`src/rtl/stim_capture.sv`:
```
// Stimulus and capture engine for the arithmetic datapath: drives LFSR operands,
// aligns a valid bit to the datapath latency and buffers results in a read FIFO.
module stim_capture #(
   parameter int          W     = 12,
   parameter int          YW    = 13,
   parameter int          LAT   = 8,
   parameter int          DEPTH = 32,
   parameter logic [31:0] SEED  = 32'h1
) (
   input  logic                     clk,
   input  logic                     rst,
   input  logic                     start,
   input  logic [5:0]               count,
   output logic                     busy,
   output logic                     done,
   output logic [W-1:0]             a,
   output logic [W-1:0]             b,
   output logic [W-1:0]             c,
   output logic                     e,
   input  logic [YW-1:0]            y,
   input  logic                     rd_en,
   output logic [YW-1:0]            rd_data,
   output logic                     rd_valid,
   output logic                     empty,
   output logic                     full,
   output logic                     overflow,
   output logic [$clog2(DEPTH):0]   level
);

   localparam int          AW       = $clog2(DEPTH);
   localparam logic [31:0] SEED_EFF = (SEED == 32'h0) ? 32'h1 : SEED;
   localparam logic [AW:0] LVL_FULL = (AW+1)'(DEPTH);

   typedef enum logic [1:0] {S_IDLE, S_DRIVE, S_DRAIN, S_DONE} state_t;

   function automatic logic [31:0] lfsr_step(input logic [31:0] s);
      lfsr_step = s[0] ? ((s >> 1) ^ 32'h8020_0003) : (s >> 1);
   endfunction

   state_t          state;
   state_t          state_nx;
   logic [5:0]      remain;
   logic [31:0]     lfsr;
   logic [31:0]     lfsr_nx;
   logic            accept;
   logic            drive_nx;
   logic [LAT:0]    vld_line;
   logic            pending;

   logic [YW-1:0]   mem [DEPTH];
   logic [AW-1:0]   wptr;
   logic [AW-1:0]   rptr;
   logic            push_req;
   logic            push;
   logic            pop;
   logic            drop;

   assign accept   = start && ((state == S_IDLE) || (state == S_DONE));
   assign drive_nx = (accept && (count != 6'd0)) || ((state == S_DRIVE) && (remain != 6'd0));
   assign lfsr_nx  = lfsr_step(lfsr);
   // Everything still in flight except the sample being captured this cycle
   assign pending  = |vld_line[LAT-1:0];

   // FSM state register
   always_ff @(posedge clk) begin
      if (rst) begin
         state  <= S_IDLE;
         remain <= 6'd0;
      end else begin
         state <= state_nx;
         if (accept && (count != 6'd0)) begin
            remain <= count - 6'd1;
         end else if ((state == S_DRIVE) && (remain != 6'd0)) begin
            remain <= remain - 6'd1;
         end
      end
   end

   // FSM next state
   always_comb begin
      state_nx = state;
      case (state)
         S_IDLE, S_DONE: begin
            if (start) begin
               state_nx = (count != 6'd0) ? S_DRIVE : S_DONE;
            end else begin
               state_nx = S_IDLE;
            end
         end
         S_DRIVE: begin
            if (remain == 6'd0) begin
               state_nx = S_DRAIN;
            end
         end
         S_DRAIN: begin
            if (!pending) begin
               state_nx = S_DONE;
            end
         end
         default: state_nx = S_IDLE;
      endcase
   end

   // FSM outputs
   always_comb begin
      busy = (state == S_DRIVE) || (state == S_DRAIN);
      done = (state == S_DONE);
   end

   // Stage p0: operands and their valid bit leave together
   always_ff @(posedge clk) begin
      if (rst) begin
         lfsr     <= SEED_EFF;
         a        <= '0;
         b        <= '0;
         c        <= '0;
         e        <= 1'b0;
         vld_line <= '0;
      end else begin
         vld_line <= {vld_line[LAT-1:0], drive_nx};
         if (drive_nx) begin
            lfsr <= lfsr_nx;
            a    <= W'(lfsr_nx[11:0]);
            b    <= W'(lfsr_nx[23:12]);
            c    <= W'(lfsr_nx[31:20]);
            e    <= lfsr_nx[31] ^ lfsr_nx[0];
         end else begin
            a <= '0;
            b <= '0;
            c <= '0;
            e <= 1'b0;
         end
      end
   end

   assign push_req = vld_line[LAT];
   assign pop      = rd_en && !empty;
   // A same-cycle pop frees the slot the push needs when full
   assign push     = push_req && (!full || pop);
   assign drop     = push_req && full && !pop;
   assign empty    = (level == '0);
   assign full     = (level == LVL_FULL);

   always_ff @(posedge clk) begin
      if (push) begin
         mem[wptr] <= y;
      end
   end

   // Stage p1: capture FIFO pointers, occupancy and read port
   always_ff @(posedge clk) begin
      if (rst) begin
         wptr     <= '0;
         rptr     <= '0;
         level    <= '0;
         rd_valid <= 1'b0;
         rd_data  <= '0;
         overflow <= 1'b0;
      end else begin
         if (push) begin
            wptr <= wptr + 1'b1;
         end
         if (pop) begin
            rptr    <= rptr + 1'b1;
            rd_data <= mem[rptr];
         end
         rd_valid <= pop;
         case ({push, pop})
            2'b10:   level <= level + 1'b1;
            2'b01:   level <= level - 1'b1;
            default: level <= level;
         endcase
         if (accept) begin
            overflow <= 1'b0;
         end else if (drop) begin
            overflow <= 1'b1;
         end
      end
   end

endmodule

```
`config.mk`:
```
export PLATFORM = sky130hd
export DESIGN_NAME = stim_capture
export DESIGN_NICKNAME = d
export VERILOG_FILES = /design/src/rtl/stim_capture.sv
export SDC_FILE = /design/constraint.sdc
export NUM_CORES = 1
export LEC_CHECK = 0
export BUFFER_PORTS_ARGS = -buffer_cell sky130_fd_sc_hd__buf_4
export CORE_MARGIN = 3
export CORE_UTILIZATION = 55
export DETAILED_ROUTE_END_ITERATION = 8
export PLACE_DENSITY = 0.77
export SLEW_MARGIN = 15
export SYNTH_ARGS = -nofsm -noshare
export SYNTH_HDL_FRONTEND = slang
export SYNTH_SLANG_ARGS = --single-unit
```
`constraint.sdc`:
```
create_clock -name clk -period 2.8 [get_ports clk]
set_input_delay 0 -clock clk [delete_from_list [all_inputs] [get_ports clk]]
set_output_delay 0 -clock clk [all_outputs]
set_load 0.05 [all_outputs]
```
==> metrics <==
status complete, no violations; Ys Warns 0; area of the die just under 40000 sq um; clock tree root driver cell clkbuf_16; total core area ~36000 sq um; htree depth 2; Total GRT Usage 22.5%; Area growth syn-to-layout 16.8%; Die W just under 200 um; Startpoint Class input port; clock-pin slew on the worst setup and hold paths approximately 0.06 ns; FF-to-FF path depth 9; initial DRC count approximately 1200; TritonCTS Buffers 50; Seq/Total Area, Yosys about three quarters; DR WL/cell approximately 24 um; Post-Syn Instances between 1000 and 1500; worst-path fanout max 3; ys async rst share 0%; overall power ~20000 uW; critical path, cell by cell dlygate4sd3_1 -> buf_4 -> or4_4 -> o311ai_4 -> mux2i_1 -> ha_1 -> nand2_1 -> nor2_1 -> nand2_1 -> a311oi_1 -> dlygate4sd3_1; Critical-path top delay cell dlygate4sd3_1; CTS Sinks roughly 530; num ports 85; final wirelength 43500 um; dpl cells between 1500 and 2000; vias in the first global route 11156; critical path endpoint category flop; critical path required time ~3.3 ns; P per Cell Area around 860 nW/um^2; highest cell delay on the worst timing path between 0.6 and 0.7 ns; final cell count without fillers around 1800; clk_skew 0.0315 ns; Yosys reg bits around 530; ANT nets after route 0; share of cells above drive strength 1 between 20% and 30%; Initial Util between 50 and 60%; clock latency on the worst-skew pair between 0.5 and 0.6 ns; Worst EP arrival roughly 3.2 ns; GRT Residual Overflow 0; antenna fix cells 0; clk buf depth 3; initial antenna violation count 0; Final Cycle Share between 90% and 100%; Max-slew headroom between 20% and 30%; VDD IR max ~0.67 mV; Finish-stage setup viols 0; first drt pass iteration count 5; hold-critical path depth 5; Vias 10938; post-route minimum period 2.66 ns; Die Y 197 um; fin nets 1354; count of final hold-check violations 0; MaxCap Viol Count 0; Placer Congestion a little over 0.8; RSZ-0062 raised after global routing false; TritonCTS clock tree built; # DRC 0; FMAX 377 MHz; Worst Tran Pin Value between 1 and 1.5 ns; Avg Cell Area, Syn between 15 and 20 sq um; # rows 69; dpl hpwl between 20000 and 30000 um; setup TNS 0 ns; utilization after layout between 60% and 70%; Leak slightly above 0.008 uW; Post-synth EDFFs 416; Synth Flop Type edfxtp_1; syn_nets between 1000 and 1500; Min-Delay Path Class input port to flop; CP Class input port to flop; Slew Limit Fails 0; PortBufs 84; vias per inst 6.03; largest net degree at the start of global routing 39; Distinct cells, synth between 50 and 60; global-route wire length before repair 66100 um; synthesized area 20100 sq um
sequential cells by signal (all words and copies together), names as in the netlist:
signal and flops:
a 12, b 11, c 9, e 1
level 6, lfsr 32, mem 416, overflow 1
rd_data 13, rd_valid 1, remain 6, rptr 5
state 2, vld_line 9, wptr 5
where the power goes:
group	internal, uW	switching, uW
clock	3660	2800
sequential	8730	295
combinational	2010	2780
total	14400	5870
routing by layer:
layer,vias to the layer above,global-route usage [%],part of all wire (%)
met3,80,5.13,8.0
li1,4855,-,-
met2,431,36.7,49
met1,5572,30.6,40
met4,0,7.39,2.6
met5,-,0,0
synth_stat cells (5+ instances only):
cell,number,area [sq um]
edfxtp_1,416,12500
dfxtp_1,113,2260
mux2i_1,90,901
nor2_1,75,282
mux4_2,66,1490
a21o_1,33,248
clkbuf_1,31,116
o21ai_0,29,145
nand2_1,28,105
and2_4,27,236
a21oi_1,24,120
buf_2,22,110
a32o_1,13,130
ha_1,13,163
o221ai_1,13,114
a221oi_1,12,105
inv_1,12,45.0
nor2b_1,12,75.1
a211oi_1,11,82.6
xnor2_1,11,96.3
xor2_1,8,70.1
a2111oi_0,6,52.6
buf_1,6,22.5
nand3b_1,6,45.0
and2_1,5,31.3
mux2_2,5,56.3
nand3_1,5,25.0
nor3_1,5,25.0
o2111ai_1,5,43.8
or4_1,5,37.5
final cells by class:
class | count | area, sq um
Clock inverter | 30 | 267
Timing Repair Buffer | 179 | 1470
Fill cell | 2298 | 12300
Inverter | 13 | 48.8
Tap cell | 461 | 577
Sequential cell | 529 | 14800
Clock buffer | 57 | 1290
Multi-Input combinational cell | 544 | 5100
worst paths after layout:
path	to	slack (ns)	start
setup reg to reg	level[5]	0.17	level[2]
setup / recovery	remain[2]	0.14	count[1]
hold / removal	remain[4]	0.39	count[4]
hold reg to reg	lfsr[13]	0.45	lfsr[13]
cell usage in the layout (no fill, tap or decap), types with 5 or more instances in the layout:
| master | n |
|---|---|
| nand2_1 | 28 |
| a221oi_1 | 12 |
| inv_1 | 12 |
| a32o_1 | 13 |
| a2111oi_0 | 6 |
| mux2i_1 | 90 |
| clkinv_1 | 9 |
| mux2_2 | 5 |
| ha_1 | 10 |
| nor2_1 | 73 |
| o21ai_0 | 29 |
| dlygate4sd3_1 | 27 |
| buf_4 | 147 |
| clkbuf_1 | 6 |
| clkinvlp_4 | 6 |
| clkinv_2 | 9 |
| a211oi_1 | 10 |
| a21oi_1 | 23 |
| clkbuf_16 | 50 |
| o221ai_1 | 13 |
| dfxtp_1 | 106 |
| buf_12 | 5 |
| mux4_2 | 66 |
| xor2_1 | 8 |
| xnor2_1 | 11 |
| nand3_1 | 5 |
| and2_1 | 5 |
| nand3b_1 | 6 |
| nor2b_1 | 12 |
| a21o_1 | 33 |
| nor3_1 | 5 |
| edfxtp_1 | 416 |
| and2_4 | 27 |
| o2111ai_1 | 5 |
stage by stage:
| stage | setup WS, ns | instance area [sq um] | hold slack, ns |
|---|---|---|---|
| global route | 0.0328 | 23500 | 0.403 |
| floorplan | 0.00872 | 20200 | 0.0989 |
| global placement | 0.113 | 21700 | 0.264 |
| detailed placement | 0.0576 | 21700 | 0.267 |
| CTS | 0.0412 | 23500 | 0.330 |
| finish | 0.145 | 23500 | 0.388 |
timing repair:
action,in CTS,in global routing
resized for setup,0,5
hold endpoints to repair,450,0
setup endpoints to repair,0,3
setup buffers,0,0
hold buffers,27,0
worst max-delay path: cells and delay by family:
family / cells / cell delay [ns]
and+or+nand+nor: 4 / 0.82
buffers and inverters: 3 / 1.29
adders and majority gates: 1 / 0.22
muxes: 1 / 0.23
AOI/OAI and AO/OA: 2 / 0.61
logic make-up after synthesis:
group	synth area share (%)
simple gates	4.83
buf+inv	1.80
compound gates	6.23
xor+xnor	0.826
mux	12.1
fa+ha+maj	0.907
flops	73.3
No activity file was read; power rests on OpenSTA's default activity.
